--- config.mk ---
export PLATFORM = sky130hd
export DESIGN_NAME = dmac_multi
export DESIGN_NICKNAME = d
export VERILOG_FILES = /design/src/rtl/dmac_pkg.sv /design/src/rtl/dmac_arbiter.sv /design/src/rtl/dmac_multi.sv
export SDC_FILE = /design/constraint.sdc
export NUM_CORES = 1
export LEC_CHECK = 0
export ABC_AREA = 1
export BUFFER_PORTS_ARGS = -buffer_cell sky130_fd_sc_hd__buf_4
export CAP_MARGIN = 20
export CORE_UTILIZATION = 25
export DETAILED_ROUTE_END_ITERATION = 8
export GPL_TIMING_DRIVEN = 0
export HOLD_SLACK_MARGIN = 0.1
export PLACE_DENSITY_LB_ADDON = 0.12
export SETUP_SLACK_MARGIN = 0.05
export SKIP_LAST_GASP = 1
export SYNTH_ARGS = -nofsm -noshare
export SYNTH_HDL_FRONTEND = slang
export SYNTH_SLANG_ARGS = --single-unit
--- constraint.sdc ---
create_clock -name CLK -period 10.4 [get_ports CLK]
set_clock_uncertainty 0.15 [all_clocks]
set_input_delay 1.04 -clock CLK [delete_from_list [all_inputs] [get_ports CLK]]
set_output_delay 1.04 -clock CLK [all_outputs]
set_load 0.005 [all_outputs]
--- src/rtl/dmac_pkg.sv ---
// Shared types and constants for the multi-channel DMA controller.
package dmac_pkg;

  typedef enum logic [2:0] {
    StIdle,
    StReq,
    StRead,
    StWrite,
    StNext,
    StDone
  } dmac_state_e;

  localparam logic [1:0] RegAddr  = 2'b00;
  localparam logic [1:0] RegCount = 2'b01;
  localparam logic [1:0] RegMode  = 2'b11;

  localparam int unsigned ModeDir   = 0;
  localparam int unsigned ModeBurst = 1;
  localparam int unsigned ModeDec   = 2;
  localparam int unsigned ModeAuto  = 3;

endpackage

--- src/rtl/dmac_arbiter.sv ---
// Channel arbiter: eligibility vector in, one-hot grant out.
// Define ROUND_ROBIN_EN for rotating priority; otherwise channel 0 always wins.
module dmac_arbiter #(
  parameter int unsigned NCH = 4
) (
  input  logic           clk_i,
  input  logic           rst_i,
  input  logic [NCH-1:0] req_i,
  input  logic           take_i,
  output logic [NCH-1:0] gnt_o
);

`ifdef ROUND_ROBIN_EN
  logic [NCH-1:0] last_q;
  logic [NCH-1:0] hi_mask;
  logic [NCH-1:0] req_hi;

  // Channels above the last-served one go first; wrap to the lowest set bit otherwise.
  always_comb begin
    hi_mask = ~((last_q << 1) - NCH'(1));
    req_hi  = req_i & hi_mask;
    gnt_o   = (req_hi != '0) ? (req_hi & (~req_hi + NCH'(1)))
                             : (req_i & (~req_i + NCH'(1)));
  end

  always_ff @(posedge clk_i or posedge rst_i) begin
    if (rst_i) begin
      last_q <= NCH'(1) << (NCH - 1);
    end else if (take_i) begin
      last_q <= gnt_o;
    end
  end
`else
  logic unused_arb;
  assign unused_arb = ^{clk_i, rst_i, take_i};
  assign gnt_o      = req_i & (~req_i + NCH'(1));
`endif

endmodule

--- src/rtl/dmac_multi.sv ---
// Multi-channel DMA controller: per-channel address/count/mode, HLD/HLDA bus tenure,
// two-cycle IO<->memory transfers. ROUND_ROBIN_EN selects rotating arbitration.
module dmac_multi
  import dmac_pkg::*;
#(
  parameter int unsigned NCH = 4,
  parameter int unsigned AW  = 16,
  parameter int unsigned DW  = 8,
  parameter int unsigned CW  = 16
) (
  input  logic                   CLK,
  input  logic                   RST,
  input  logic                   HLDA,
  input  logic [NCH-1:0]         DREQ,
  input  logic                   RDY,
  input  logic                   REGW,
  input  logic [1:0]             REGSEL,
  input  logic [$clog2(NCH)-1:0] CHSEL,
  input  logic [AW-1:0]          Setup,
  input  logic [DW-1:0]          Data_in,
  output logic                   HLD,
  output logic [NCH-1:0]         DACK,
  output logic                   MEMR,
  output logic                   MEMW,
  output logic                   IOR,
  output logic                   IOW,
  output logic                   EOP,
  output logic [AW-1:0]          Addrbus,
  output logic [DW-1:0]          Data_out,
  output logic                   BUSY,
  output logic [$clog2(NCH)-1:0] ACTCH
);

  localparam int unsigned IW = $clog2(NCH);

  dmac_state_e   state_q, state_d;
  logic [AW-1:0] addr_q      [NCH];
  logic [AW-1:0] base_addr_q [NCH];
  logic [CW-1:0] cnt_q       [NCH];
  logic [CW-1:0] base_cnt_q  [NCH];
  logic [3:0]    mode_q      [NCH];
  logic [IW-1:0] act_q;
  logic [DW-1:0] data_q;

  logic [NCH-1:0] elig, gnt;
  logic [IW-1:0]  gnt_idx;
  logic [3:0]     act_mode;
  logic [AW-1:0]  act_addr;
  logic [CW-1:0]  act_cnt;
  logic           busy, take, xfer_done, last, reload, wr_ok;

  always_comb begin
    elig    = '0;
    gnt_idx = '0;
    for (int i = 0; i < NCH; i++) begin
      elig[i] = DREQ[i] && (cnt_q[i] != '0);
      if (gnt[i]) gnt_idx = IW'(i);
    end
  end

  dmac_arbiter #(
    .NCH (NCH)
  ) u_arbiter (
    .clk_i  (CLK),
    .rst_i  (RST),
    .req_i  (elig),
    .take_i (take),
    .gnt_o  (gnt)
  );

  assign act_mode  = mode_q[act_q];
  assign act_addr  = addr_q[act_q];
  assign act_cnt   = cnt_q[act_q];
  assign busy      = (state_q == StRead) || (state_q == StWrite) || (state_q == StNext);
  assign take      = (state_q == StIdle) && (elig != '0);
  assign xfer_done = (state_q == StWrite) && HLDA && RDY;
  assign last      = (act_cnt == '0);
  assign reload    = (state_q == StNext) && last && act_mode[ModeAuto];
  // The active channel is frozen for the whole tenure; others stay programmable.
  assign wr_ok     = REGW && (32'(CHSEL) < NCH) && !(busy && (CHSEL == act_q));

  always_ff @(posedge CLK or posedge RST) begin
    if (RST) begin
      state_q <= StIdle;
    end else begin
      state_q <= state_d;
    end
  end

  always_comb begin
    state_d = state_q;
    case (state_q)
      StIdle:  if (take) state_d = StReq;
      StReq:   if (HLDA) state_d = StRead;
      StRead:  if (!HLDA) state_d = StIdle; else if (RDY) state_d = StWrite;
      StWrite: if (!HLDA) state_d = StIdle; else if (RDY) state_d = StNext;
      StNext: begin
        if (last || !act_mode[ModeBurst] || !DREQ[act_q]) state_d = StDone;
        else state_d = StRead;
      end
      StDone:  state_d = StIdle;
      default: state_d = StIdle;
    endcase
  end

  always_comb begin
    HLD     = busy || (state_q == StReq);
    BUSY    = busy;
    ACTCH   = busy ? act_q : '0;
    DACK    = busy ? (NCH'(1) << act_q) : '0;
    IOR     = (state_q == StRead) && act_mode[ModeDir];
    MEMR    = (state_q == StRead) && !act_mode[ModeDir];
    MEMW    = (state_q == StWrite) && act_mode[ModeDir];
    IOW     = (state_q == StWrite) && !act_mode[ModeDir];
    EOP     = (state_q == StNext) && last;
    Addrbus = ((state_q == StRead) || (state_q == StWrite)) ? act_addr : '0;
  end

  assign Data_out = data_q;

  always_ff @(posedge CLK or posedge RST) begin
    if (RST) begin
      act_q  <= '0;
      data_q <= '0;
      for (int i = 0; i < NCH; i++) begin
        addr_q[i]      <= '0;
        base_addr_q[i] <= '0;
        cnt_q[i]       <= '0;
        base_cnt_q[i]  <= '0;
        mode_q[i]      <= '0;
      end
    end else begin
      if (take) act_q <= gnt_idx;
      if ((state_q == StRead) && HLDA && RDY) data_q <= Data_in;
      if (wr_ok) begin
        case (REGSEL)
          RegAddr: begin
            addr_q[CHSEL]      <= Setup;
            base_addr_q[CHSEL] <= Setup;
          end
          RegCount: begin
            cnt_q[CHSEL]      <= Setup[CW-1:0];
            base_cnt_q[CHSEL] <= Setup[CW-1:0];
          end
          RegMode: mode_q[CHSEL] <= Setup[3:0];
          default: ;
        endcase
      end
      if (xfer_done) begin
        addr_q[act_q] <= act_mode[ModeDec] ? act_addr - AW'(1) : act_addr + AW'(1);
        cnt_q[act_q]  <= act_cnt - CW'(1);
      end
      if (reload) begin
        addr_q[act_q] <= base_addr_q[act_q];
        cnt_q[act_q]  <= base_cnt_q[act_q];
      end
    end
  end

endmodule

==> summary.txt <==
Bufs and invs on worst path = 5
Top FF cell, synth = dfrtp_1
Nets = 2852
Run status = complete, but fails checks
Failing checks = slew limit
Finished Layout Cells = 3778
CTS max path bufs = 3
CTS tree = done
N_diodes = 0
Comb power frac = 0.551
Overall routing resource usage = 0.284
CP Launch Type = register
Unrepaired setup endpoints after global routing = false
# clock sinks = 285
Cts repair resizes = 0
Post-synth top area share = 0.391
Fraction of the cycle the final worst path needs = 0.590
Post-route DRC = 0
Slew @ Worst Pin = 1.53 ns
Initial antenna violation count = 3
Endpoint class of the critical path = output pin
WL met1 = 46700 um
Synthesized area = 18300 sq um
Starting Density = 0.254
Most common cell in the netlist = nand2_1
Hold/Removal Path Class = reg -> reg
Placed Instances = 3701
Slew headroom = -0.0205
Critical Path AT = 4.95 ns
Via density = 5.38
First-pass DRT Iterations = 6
Crit path kind = reg -> out
Die area = 74100 sq um
Final worst slack = 4.26 ns
Clk Tree Root Cell = clkbuf_16
Pwr Total = 7280 uW
Leak = 0.0102 uW
EDFF count, synth = 0
PortBufs = 64
Met3 wire length = 9500 um
P_int = 3510 uW
Reg2reg start = act_q[1]
Final ANT Viol Nets = 0
Sw power = 3770 uW
Required @ worst endpoint = 9.21 ns
Max-Cap Viols = 0
Ranking of synthesized cells by area = dfrtp_1 (39%), nand2_1 (19%), o21ai_0 (10%)
Peak Freq = 163 MHz
Via count = 20322
VDD IR max = 0.140 mV
Initial DRC count = 2757
HPWL after detailed placement = 79200 um
Syn Inst Count = 2672
Pin count of the biggest net entering global routing = 114
Switch share = 0.518
Delay-heaviest family, CP = simple AND/OR/NAND/NOR gates
Dpl ws = 4.56 ns
Setup Fix Bufs, Post-CTS = 0
Reg2reg setup slack = 4.47 ns
Clock share of power = 0.196
R2r worst-path depth = 16
Ys Warns = 0
Capturing point of the worst reg2reg path = addr_q[37]
Routed len/inst = 28.3 um
Die Ht = 272 um
Die X = 272 um
Slowest cell on crit path = nand2_1
Pins Over Slew Limit = 4
Crit path from = act_q[0]
P per Cell Area = 338 nW/um^2
Layout cell share with drive strength beyond 1 = 0.104
Area grow syn2layout = 18.1%
Top layer in use = met5
Syn Nets = 2726
Met2 wire len = 46800 um
GRT overflow = 0
Commonest cells post-synth = nand2_1 (931), o21ai_0 (366), dfrtp_1 (285), nand3_1 (235), inv_1 (206)
Clock transition at the registers of the reported paths = 0.06 ns
Synthesized flop and latch total = 285
Hold-fix buffers, CTS = 0
Ys async rst share = 1.00
Worst Path Max Fanout = 10
RePlAce Congestion = 0.967
Setup violators final = 0
Crit path cell chain = buf_4 -> clkbuf_1 -> nand2_1 -> o21ai_0 -> nor2_1 -> ha_1 -> nand3_1 -> nor2_1 -> nand2_1 -> nor2_8 -> inv_2 -> nor2_4 -> buf_6 -> buf_4
Post-synth top area cell = dfrtp_1
# rows = 98
Register area share after synthesis = 0.391
Reg power frac = 0.253
Largest stage delay, worst path = 0.93 ns
Tmin final = 6.14 ns
Final Hold Vio Count = 0
Vias in the first global route = 18799
Yosys cell types = 54
CP Depth = 14
Total CTS buffers = 40
Post-Route WL = 107000 um
Clk_lat worst skew = 0.59 ns
End point of the critical path = EOP
Synth Area per Inst = 6.83 sq um
CTS H-Tree Depth = 2
I/O pins = 74
Core area = 71900 sq um
First-pass GRT wire length = 148000 um
==> power groups by stage <==
stage	sequential [uW]	clock (uW)	combinational, uW
floorplan	1740	0	2370
global placement	1850	0	3820
detailed placement	1850	0	3900
CTS	1830	1440	3910
global route	1880	1480	4310
finish	1840	1420	4010
==> worst register-to-register path, delay by kind of cell, from the launching register on <==
family | cells | cell delay [ns]
buffers and inverters | 5 | 2.34
XOR/XNOR | 1 | 0.70
adder cells (fa/ha/maj) | 1 | 0.29
AO/OA/AOI/OAI | 3 | 0.38
AND/OR/NAND/NOR | 6 | 1.34
flip-flops | 1 | 0.59
==> how the worst min path moves through the flow <==
stage	to	slack, ns	start	depth (start not counted)
finish	base_cnt_q[54]	0.32	base_cnt_q[54]	2
CTS	base_cnt_q[54]	0.32	base_cnt_q[54]	2
global placement	base_cnt_q[39]	0.30	base_cnt_q[39]	2
floorplan	base_cnt_q[24]	0.29	base_cnt_q[24]	2
detailed placement	base_cnt_q[54]	0.31	base_cnt_q[54]	2
global route	base_cnt_q[60]	0.34	base_cnt_q[60]	2
==> placed cells by master, fill, tap and decap left out, drive strengths merged, types with 7 or more instances in the layout <==
cell | synthesis | final
a21oi | 51 | 51
a221oi | 15 | 15
a22oi | 27 | 27
a31oi | 14 | 14
buf | 75 | 158
clkbuf | 77 | 138
clkinv | 3 | 12
dfrtp | 285 | 285
ha | 16 | 16
inv | 219 | 220
mux2 | 8 | 8
nand2 | 942 | 942
nand3 | 240 | 240
nand4 | 51 | 51
nor2 | 140 | 140
nor3 | 9 | 9
o21ai | 422 | 422
o21bai | 9 | 9
o22ai | 16 | 16
or2 | 10 | 10
xnor2 | 7 | 7
==> per-layer routing <==
layer,GRT usage,up-vias
met4,0.105,2
li1,-,9092
met1,0.388,10028
met2,0.435,1012
met3,0.0643,188
met5,0,-
==> sequential cells by signal (all words and copies together) (netlist names) <==
register     flops
addr_q          64
base_addr_q     64
base_cnt_q      64
cnt_q           64
mode_q          16
Data_out         8
state_q          3
act_q            2
==> layout make-up <==
class / instances / area, sq um
Fill cell: 8000 / 50300
Multi-Input combinational cell: 2013 / 9540
Sequential cell: 285 / 7130
Clock buffer: 60 / 1210
Tap cell: 950 / 1190
Inverter: 222 / 841
Timing Repair Buffer: 84 / 767
Buffer: 152 / 746
Clock inverter: 12 / 128
==> per-stage QoR <==
stage / hold WS [ns] / TNS (ns) / utilization / cell area, sq um
4_1_cts: 0.324 / 0 / 0.299 / 21500
2_1_floorplan: 0.292 / 0 / - / 18300
3_5_place_dp: 0.310 / 0 / 0.281 / 20200
5_1_grt: 0.341 / 0 / 0.300 / 21600
3_3_place_gp: 0.304 / -900.47 / 0.277 / 19900
6_report: 0.323 / 0 / 0.300 / 21600
==> cell families (layout without fill, tap and decap cells) <==
kind of cell	count (synthesis)	in the layout	share of synthesized area
flip-flops	285	285	0.391
AO/OA/AOI/OAI	577	577	0.172
adder cells (fa/ha/maj)	17	17	0.0121
AND/OR/NAND/NOR	1398	1398	0.327
buffers and inverters	374	530	0.0865
XOR/XNOR	11	11	0.00528
multiplexers	10	10	0.00603
No activity file was read; power rests on OpenSTA's default activity.
